[config.mk]
export PLATFORM = sky130hd
export DESIGN_NAME = mic_capture_ctrl_flat
export DESIGN_NICKNAME = d
export VERILOG_FILES = /design/src/rtl/mic_capture_if.sv /design/src/rtl/mic_capture_ctrl.sv /design/src/flat_wrapper.sv
export SDC_FILE = /design/constraint.sdc
export NUM_CORES = 1
export LEC_CHECK = 0
export CAP_MARGIN = 15
export CORE_ASPECT_RATIO = 0.8
export CORE_MARGIN = 2
export CORE_UTILIZATION = 40
export DETAILED_ROUTE_END_ITERATION = 7
export DONT_BUFFER_PORTS = 1
export GPL_TIMING_DRIVEN = 0
export HOLD_SLACK_MARGIN = 0.03
export SLEW_MARGIN = 20
export SYNTH_ARGS = -nofsm -noshare
export SYNTH_HDL_FRONTEND = slang
export SYNTH_SLANG_ARGS = --single-unit
[constraint.sdc]
create_clock -name clk -period 5.52 [get_ports clk]
set_clock_uncertainty 0.05 [all_clocks]
set_input_delay 1.104 -clock clk [delete_from_list [all_inputs] [get_ports clk]]
set_output_delay 1.104 -clock clk [all_outputs]
set_load 0.02 [all_outputs]
[src/rtl/mic_capture_if.sv]
// Bundle of the control, sample-input and memory-write signals of mic_capture_ctrl.
// The master modport is the host/memory side; the slave modport is the controller.
interface mic_capture_if;
  logic        start;
  logic        abort;
  logic [23:0] threshold;
  logic [15:0] length;
  logic        mic_enable;
  logic [23:0] sample;
  logic        sample_rdy;
  logic        wr_en;
  logic [15:0] wr_addr;
  logic [23:0] wr_data;
  logic        wr_wait;
  logic        busy;
  logic        done_irq;
  logic        irq_ack;
  logic        overrun;
  logic [15:0] count;

  modport master (
    output start, abort, threshold, length, sample, sample_rdy, wr_wait, irq_ack,
    input  mic_enable, wr_en, wr_addr, wr_data, busy, done_irq, overrun, count
  );

  modport slave (
    input  start, abort, threshold, length, sample, sample_rdy, wr_wait, irq_ack,
    output mic_enable, wr_en, wr_addr, wr_data, busy, done_irq, overrun, count
  );
endinterface

[src/rtl/mic_capture_ctrl.sv]
// Microphone capture controller: optional magnitude trigger, one-entry write holding register.
// Define MIC_CAPTURE_TRIGGER_EN to include the ARM state and the trigger comparator.
//
//   state   | meaning
//   IDLE    | waiting for start; outputs hold the last capture's results
//   ARM     | mic running, waiting for a sample whose magnitude reaches threshold
//   CAPTURE | storing samples until count reaches the latched length
module mic_capture_ctrl (
  input logic         clk,
  input logic         rst,
  mic_capture_if.slave bus
);
  typedef enum logic [1:0] {IDLE, ARM, CAPTURE} state_t;

  state_t      state, state_nxt;
  logic [15:0] len_q, len_nxt;
  logic        wr_en_q, wr_en_nxt;
  logic [15:0] addr_q, addr_nxt;
  logic [23:0] data_q, data_nxt;
  logic [15:0] count_q, count_nxt;
  logic        ovr_q, ovr_nxt;
  logic        done_q, done_nxt;
  logic [15:0] count_inc;
  logic        accepted;

`ifdef MIC_CAPTURE_TRIGGER_EN
  logic [23:0] thr_q, thr_nxt;
  logic [23:0] mag;
  // Negating 0x800000 wraps back to 0x800000, which is the wanted magnitude.
  assign mag = bus.sample[23] ? (~bus.sample + 24'd1) : bus.sample;
`else
  logic unused_threshold;
  assign unused_threshold = ^bus.threshold;
`endif

  assign count_inc = count_q + 16'd1;
  assign accepted  = wr_en_q & ~bus.wr_wait;

  always_comb begin
    state_nxt = state;
    len_nxt   = len_q;
    wr_en_nxt = wr_en_q;
    addr_nxt  = addr_q;
    data_nxt  = data_q;
    count_nxt = count_q;
    ovr_nxt   = ovr_q;
    done_nxt  = done_q & ~bus.irq_ack;
`ifdef MIC_CAPTURE_TRIGGER_EN
    thr_nxt   = thr_q;
`endif
    case (state)
      IDLE: begin
        if (bus.start && !bus.abort) begin
          len_nxt   = bus.length;
          count_nxt = 16'd0;
          ovr_nxt   = 1'b0;
          addr_nxt  = 16'd0;
          wr_en_nxt = 1'b0;
`ifdef MIC_CAPTURE_TRIGGER_EN
          thr_nxt   = bus.threshold;
`endif
          if (bus.length == 16'd0) begin
            done_nxt = 1'b1;
          end else begin
            done_nxt = 1'b0;
`ifdef MIC_CAPTURE_TRIGGER_EN
            state_nxt = ARM;
`else
            state_nxt = CAPTURE;
`endif
          end
        end
      end
      ARM: begin
`ifdef MIC_CAPTURE_TRIGGER_EN
        if (bus.abort) begin
          state_nxt = IDLE;
        end else if (bus.sample_rdy && (mag >= thr_q)) begin
          state_nxt = CAPTURE;
          wr_en_nxt = 1'b1;
          data_nxt  = bus.sample;
          addr_nxt  = 16'd0;
        end
`else
        state_nxt = IDLE;
`endif
      end
      CAPTURE: begin
        if (bus.abort) begin
          state_nxt = IDLE;
          wr_en_nxt = 1'b0;
        end else if (accepted) begin
          count_nxt = count_inc;
          wr_en_nxt = 1'b0;
          if (count_inc == len_q) begin
            state_nxt = IDLE;
            done_nxt  = 1'b1;
          end else if (bus.sample_rdy) begin
            // Holding register frees up this cycle, so the new sample takes its place.
            wr_en_nxt = 1'b1;
            data_nxt  = bus.sample;
            addr_nxt  = count_inc;
          end
        end else if (bus.sample_rdy) begin
          if (wr_en_q) begin
            ovr_nxt = 1'b1;
          end else begin
            wr_en_nxt = 1'b1;
            data_nxt  = bus.sample;
            addr_nxt  = count_q;
          end
        end
      end
      default: state_nxt = IDLE;
    endcase
  end

  always_ff @(posedge clk) begin
    if (rst) begin
      state   <= IDLE;
      len_q   <= 16'd0;
      wr_en_q <= 1'b0;
      addr_q  <= 16'd0;
      data_q  <= 24'd0;
      count_q <= 16'd0;
      ovr_q   <= 1'b0;
      done_q  <= 1'b0;
`ifdef MIC_CAPTURE_TRIGGER_EN
      thr_q   <= 24'd0;
`endif
    end else begin
      state   <= state_nxt;
      len_q   <= len_nxt;
      wr_en_q <= wr_en_nxt;
      addr_q  <= addr_nxt;
      data_q  <= data_nxt;
      count_q <= count_nxt;
      ovr_q   <= ovr_nxt;
      done_q  <= done_nxt;
`ifdef MIC_CAPTURE_TRIGGER_EN
      thr_q   <= thr_nxt;
`endif
    end
  end

  assign bus.busy       = (state != IDLE);
  assign bus.mic_enable = (state != IDLE);
  assign bus.wr_en      = wr_en_q;
  assign bus.wr_addr    = addr_q;
  assign bus.wr_data    = data_q;
  assign bus.count      = count_q;
  assign bus.overrun    = ovr_q;
  assign bus.done_irq   = done_q;
endmodule

[src/flat_wrapper.sv]
// flat-port wrapper written by rule: the top's interface ports become plain ports
module mic_capture_ctrl_flat 
  (clk, rst, bus_start, bus_abort, bus_threshold, bus_length, bus_sample, bus_sample_rdy, bus_wr_wait, bus_irq_ack, bus_mic_enable, bus_wr_en, bus_wr_addr, bus_wr_data, bus_busy, bus_done_irq, bus_overrun, bus_count);
  mic_capture_if bus_i ();
  input logic clk;
  input logic rst;
  input wire logic [$bits(bus_i.start)-1:0] bus_start;
  input wire logic [$bits(bus_i.abort)-1:0] bus_abort;
  input wire logic [$bits(bus_i.threshold)-1:0] bus_threshold;
  input wire logic [$bits(bus_i.length)-1:0] bus_length;
  input wire logic [$bits(bus_i.sample)-1:0] bus_sample;
  input wire logic [$bits(bus_i.sample_rdy)-1:0] bus_sample_rdy;
  input wire logic [$bits(bus_i.wr_wait)-1:0] bus_wr_wait;
  input wire logic [$bits(bus_i.irq_ack)-1:0] bus_irq_ack;
  output wire logic [$bits(bus_i.mic_enable)-1:0] bus_mic_enable;
  output wire logic [$bits(bus_i.wr_en)-1:0] bus_wr_en;
  output wire logic [$bits(bus_i.wr_addr)-1:0] bus_wr_addr;
  output wire logic [$bits(bus_i.wr_data)-1:0] bus_wr_data;
  output wire logic [$bits(bus_i.busy)-1:0] bus_busy;
  output wire logic [$bits(bus_i.done_irq)-1:0] bus_done_irq;
  output wire logic [$bits(bus_i.overrun)-1:0] bus_overrun;
  output wire logic [$bits(bus_i.count)-1:0] bus_count;
  assign bus_i.start = bus_start;
  assign bus_i.abort = bus_abort;
  assign bus_i.threshold = bus_threshold;
  assign bus_i.length = bus_length;
  assign bus_i.sample = bus_sample;
  assign bus_i.sample_rdy = bus_sample_rdy;
  assign bus_i.wr_wait = bus_wr_wait;
  assign bus_i.irq_ack = bus_irq_ack;
  assign bus_mic_enable = bus_i.mic_enable;
  assign bus_wr_en = bus_i.wr_en;
  assign bus_wr_addr = bus_i.wr_addr;
  assign bus_wr_data = bus_i.wr_data;
  assign bus_busy = bus_i.busy;
  assign bus_done_irq = bus_i.done_irq;
  assign bus_overrun = bus_i.overrun;
  assign bus_count = bus_i.count;
  mic_capture_ctrl u_core (.clk(clk), .rst(rst), .bus(bus_i));
endmodule
* Word level (Yosys, flattened, before mapping) *
Cells that the tools add are included.

word-level totals
  register bits after elaboration = 77
  bits of input ports = 71
  output and inout bits = 61
  logic and storage cells = 87

operators by class
  add/subtract/negate cells = 1
  eq/ne operators = 18
  multiplexer cells = 40
  bitwise gates (word level) = 5
  reductions and logical operators = 15

operators with widths
  cell                                           number
  two-way mux 16 bit                             9
  two-way mux 24 bit                             5
  case mux 16 bit (2 select lines)               2
  adder 16 x 1 -> 16 bit, second input constant  1
  equality test 16 bit                           1
  logical NOT 16 bit                             1
  two-way mux 1 bit                              15
  != test 2 bit, second input constant           6
  != test 3 x 2 -> 1 bit, second input constant  4
  AND reduction 6 bit                            2
  two-way mux 2 bit                              5
  AND reduction 4 bit                            2
  nonzero test 2 bit                             4
  AND reduction 7 bit                            1
  != test 2 x 1 -> 1 bit, second input constant  3
  != test 3 bit, second input constant           2
  case mux 1 bit (2 select lines)                3
  != test 4 x 3 -> 1 bit, second input constant  1
  case mux 2 bit (2 select lines)                1
  inverter 1 bit                                 3
  AND reduction 3 bit                            1
  bitwise AND 1 bit                              2
  equality test 2 bit, second input constant     1
  logical NOT 2 bit                              1
  3 further kinds                                3

* Depth between registers and ports, before layout *
  depth after elaboration = 6
  gate-level depth with buffers = 11
  mapped depth without buffers = 8

* Worst setup path before layout *
No wires, ideal clock.

  path kind = in2reg
  from = input port bus_wr_wait
  to = register u_core.data_q[15] (netlist: u_core.bus.wr_data[15])
  library setup time = 132 ps
  data arrival time = 2,586 ps
  data required time = 5,338 ps
  path slack = 2,752 ps
  stages = 8
  buffers on the path = 1
  cell sequence = nor2b_1 nand4_1 a311o_1 nor4_2 nand4_1 clkbuf_1 nand3_1 a21oi_1

between the ends
  longest elaborated chain between the ends = 4
  elaborated cells between the ends (all ways) = 7
  classes of those cells = eq/ne: 2; mux: 1; bitwise: 2; reduce/logical: 2

ends and longest elaborated chain
  element                                                        RTL line                 text
  start: declaration                                             flat_wrapper.sv:13       input wire logic [$bits(bus_i.wr_wait)-1:0] bus_wr_wait;
  inverter 1 bit *                                               mic_capture_ctrl.sv:37   assign accepted = wr_en_q & ~bus.wr_wait;
  bitwise AND 1 bit *                                            mic_capture_ctrl.sv:37
  != test 2 bit (no line) or nonzero test 2 bit (tied branches)  --
  AND reduction 6 bit (no line)                                  --
  end signal: assignment                                         mic_capture_ctrl.sv:136  data_q <= data_nxt;
  end: declaration                                               mic_capture_ctrl.sv:19   logic [23:0] data_q, data_nxt;

Mark *: on every way between the ends. The rest lies on a longest branch, timed or not.
A chain may end at the register's enable or synchronous reset.

* Worst setup path after layout *
  from = register u_core.count_q[1] (netlist: u_core.bus.count[1])
  to = register u_core.addr_q[1] (netlist: u_core.bus.wr_addr[1])

between the ends
  longest elaborated chain between the ends = 6
  elaborated cells between the ends (all ways) = 12
  classes of those cells = add/sub: 1; eq/ne: 3; mux: 7; reduce/logical: 1

ends and longest elaborated chain
  element                                                         RTL line                 text
  start: declaration                                              mic_capture_ctrl.sv:20   logic [15:0] count_q, count_nxt;
  start signal: assignment                                        mic_capture_ctrl.sv:137  count_q <= count_nxt;
  branches (longest 6 deep; another with adder 16 x 1 -> 16 bit)  --
  end signal: assignment                                          mic_capture_ctrl.sv:135  addr_q <= addr_nxt;
  end: declaration                                                mic_capture_ctrl.sv:18   logic [15:0] addr_q, addr_nxt;

Several ways; the timed one is not identified. The select of a mux whose other input is x is not followed.

==> impl_results.md <==
* Post-CTS sizing at 0
* Worst setup SP type: register
* Vias per cell at 5.703
* Sw power at 282.1 uW
* Arrival time worst endpoint at 3.80 ns
* Sequential share of the synthesized area at 37.73%
* Area share of the leading cell type in the synthesized netlist at 37.73%
* Final Slew Violations at 0
* Vias at 3758
* Drt first-iter violations at 283
* Number of diodes at 0
* Final period util at 65.88%
* Highest clock rate at 0.2750 GHz
* Top cells by area, synth: dfxtp_1 38%, a21oi_1 7.7%, nand2_1 5.2%
* P&R area growth vs syn at 13.31%
* Die ar. at 10910 sq um
* Critical Path RT at 5.68 ns
* Nets at 590
* Crit Path Max Fanout at 10
* Leak at 0.001495 uW
* I/O pin count at 132
* Post-Synthesis Cells at 507
* Crit path kind: register to register
* RSZ-0062 raised after global routing: false
* Routed wire length at 11810 um
* Initial antenna violation count at 0
* Clk_lat worst skew at 0.34 ns
* Final core area utilization at 46.97%
* Count of final hold-check violations at 0
* Setup Viol. Count Final at 0
* Fraction of layout instances using a drive strength above 1 at 9.560%
* Core area at 9729 sq um
* Clock Sink Count at 76
* Die Wd at 116.3 um
* Syn_area_per_cell at 7.954 sq um
* CTS tree: done
* CTS Hold Bufs at 0
* Clk buf depth at 2
* Status: finished clean
* R2R cell count at 9
* YS warnings at 0
* Post-CTS setup buffer count at 0
* Port Buffers at 0
* Synthesized flop and latch total at 76
* Net Sw Frac at 20.72%
* Syn Nets at 579
* Setup_tns at 0 ns
* Post-detail-place hpwl at 9056 um
* Share of power burned in registers at 41.8%
* Most common cell after layout, fill and taps aside: dfxtp_1
* Async set-or-reset flop fraction in the synthesized netlist at 0%
* Number of synthesized flops with an enable pin at 0
* Routed Antenna Nets at 0
* Avg WL per Cell at 17.92 um
* Critical Path End Type: register
* Filler Cell Count at 993
* Vias in the first global route at 3492
* Total grt overflow at 0
* Most frequent cells in the layout: 76 x dfxtp_1, 62 x a21oi_1, 56 x nand2_1, 34 x nand3_1, 33 x clkbuf_1
* Peak supply drop at 0.1571 mV
* Cell taking the most area after synthesis: dfxtp_1
* Clock period minus worst slack at 3.637 ns
* Row cnt at 32
* Worst hold path depth at 2
* First-pass GRT wire length at 18700 um
* Clock network fraction of total power at 53.5%
* Largest net degree at the start of global routing at 13
* Drt pass-1 iters at 5
* Worst hold path class: register to register
* CTS root buffer: clkbuf_16
* Worst Tran Pin Value at 0.6792 ns
* Die Span Y at 93.81 um
* Primary FF master, synth: dfxtp_1
* Num CTS Buffers at 9
* Max_cap viols at 0
* R2r setup slk at 1.88 ns
* Synth cell types at 54
* Cell Int Power at 1079 uW
* RD Place Congestion at 0.9336
* H-tree Lvls at 3
* CTS clock-pin slew for the worst setup and hold paths at 0.06 ns
* Headroom to the max-slew limit at 54.72%
* DRC at 0
* Post-Syn Area at 4033 sq um
* Global-route usage over all layers at 22.37%
* Logic gate share of total power at 4.7%
* Power per Cell Area at 297.9 nW/um^2
* Initial Util at 41.45%
## power groups by stage
| stage | logic (uW) | clock network (uW) | registers, uW |
|---|---|---|---|
| floorplan | 47.9 | 0 | 579 |
| global placement | 62.1 | 0 | 582 |
| detailed placement | 63.3 | 0 | 582 |
| CTS | 63.5 | 741 | 570 |
| global route | 71.6 | 759 | 571 |
| finish | 63.7 | 728 | 570 |
## critical path, stage by stage (launching register included)
cell	delay, ns
dfxtp_1	0.59
ha_1	0.38
nand3_1	0.29
nor3_2	0.44
mux2_1	0.37
a32oi_1	0.32
nand4_1	0.43
clkbuf_1	0.35
nand3_1	0.19
o21ai_0	0.10
## per-stage QoR
step,setup WS [ns],area [sq um],hold WS [ns],std cells,power (uW)
CTS,1.920,4569,0.4216,659,1374
finish,1.883,4569,0.4177,659,1361
floorplan,2.752,4033,0.3978,507,626.8
global route,1.579,4569,0.4450,659,1401
global placement,1.973,4203,0.4108,643,643.7
detailed placement,1.941,4203,0.4136,643,645.3
## logic make-up after synthesis
kind of cell / count (synthesis) / synth area share (%)
flip-flops: 76 / 37.73
adder cells (fa/ha/maj): 1 / 0.3102
multiplexers: 2 / 0.5274
AND/OR/NAND/NOR: 208 / 29.32
buffers and inverters: 53 / 6.360
XOR/XNOR: 33 / 7.508
AO/OA/AOI/OAI: 134 / 18.24
## layer usage
layer	wire, um	global-route usage [%]
met1	5535	32.01
met2	5137	32.56
met3	1027	6.903
met4	112	5.456
met5	0	0
## synthesized netlist by cell type (2+ instances only)
master / number
a211oi_1: 3
a21oi_1: 62
a22oi_1: 4
and3_1: 5
and4_1: 2
buf_2: 7
buf_4: 7
buf_6: 3
clkbuf_1: 31
dfxtp_1: 76
inv_1: 5
nand2_1: 56
nand2b_1: 3
nand3_1: 34
nand3b_1: 16
nand4_1: 4
nand4_2: 2
nor2_1: 26
nor2b_1: 10
nor3_1: 5
nor3b_1: 3
nor4_1: 6
o21ai_0: 27
o21ai_1: 25
o21ai_2: 4
or3_1: 9
or4_1: 11
or4_4: 5
xnor2_1: 22
xor2_1: 10
## state kept, by name (all words and copies together), names as in the netlist
signal,count
u_core.bus.count,16
u_core.bus.done_irq,1
u_core.bus.overrun,1
u_core.bus.wr_addr,16
u_core.bus.wr_data,24
u_core.bus.wr_en,1
u_core.len_q,16
u_core.state,1
## area by class of cell
cell class | count | area, sq um | share of cell area [%]
Multi-Input combinational cell | 378 | 2255 | 49.34
Sequential cell | 76 | 1521 | 33.30
Clock buffer | 12 | 246.5 | 5.394
Buffer | 48 | 237.7 | 5.203
Tap cell | 136 | 170.2 | 3.724
Clock inverter | 4 | 120.1 | 2.629
Inverter | 5 | 18.77 | 0.4107
## path summary, 6_finish.rpt
| check | from | to |
|---|---|---|
| min reg2reg | u_core.len_q[10] | u_core.len_q[10] |
| min | u_core.len_q[10] | u_core.len_q[10] |
| max reg2reg | u_core.bus.count[1] | u_core.bus.wr_addr[1] |
| max | u_core.bus.count[1] | u_core.bus.wr_addr[1] |
No activity file was read; power rests on OpenSTA's default activity.
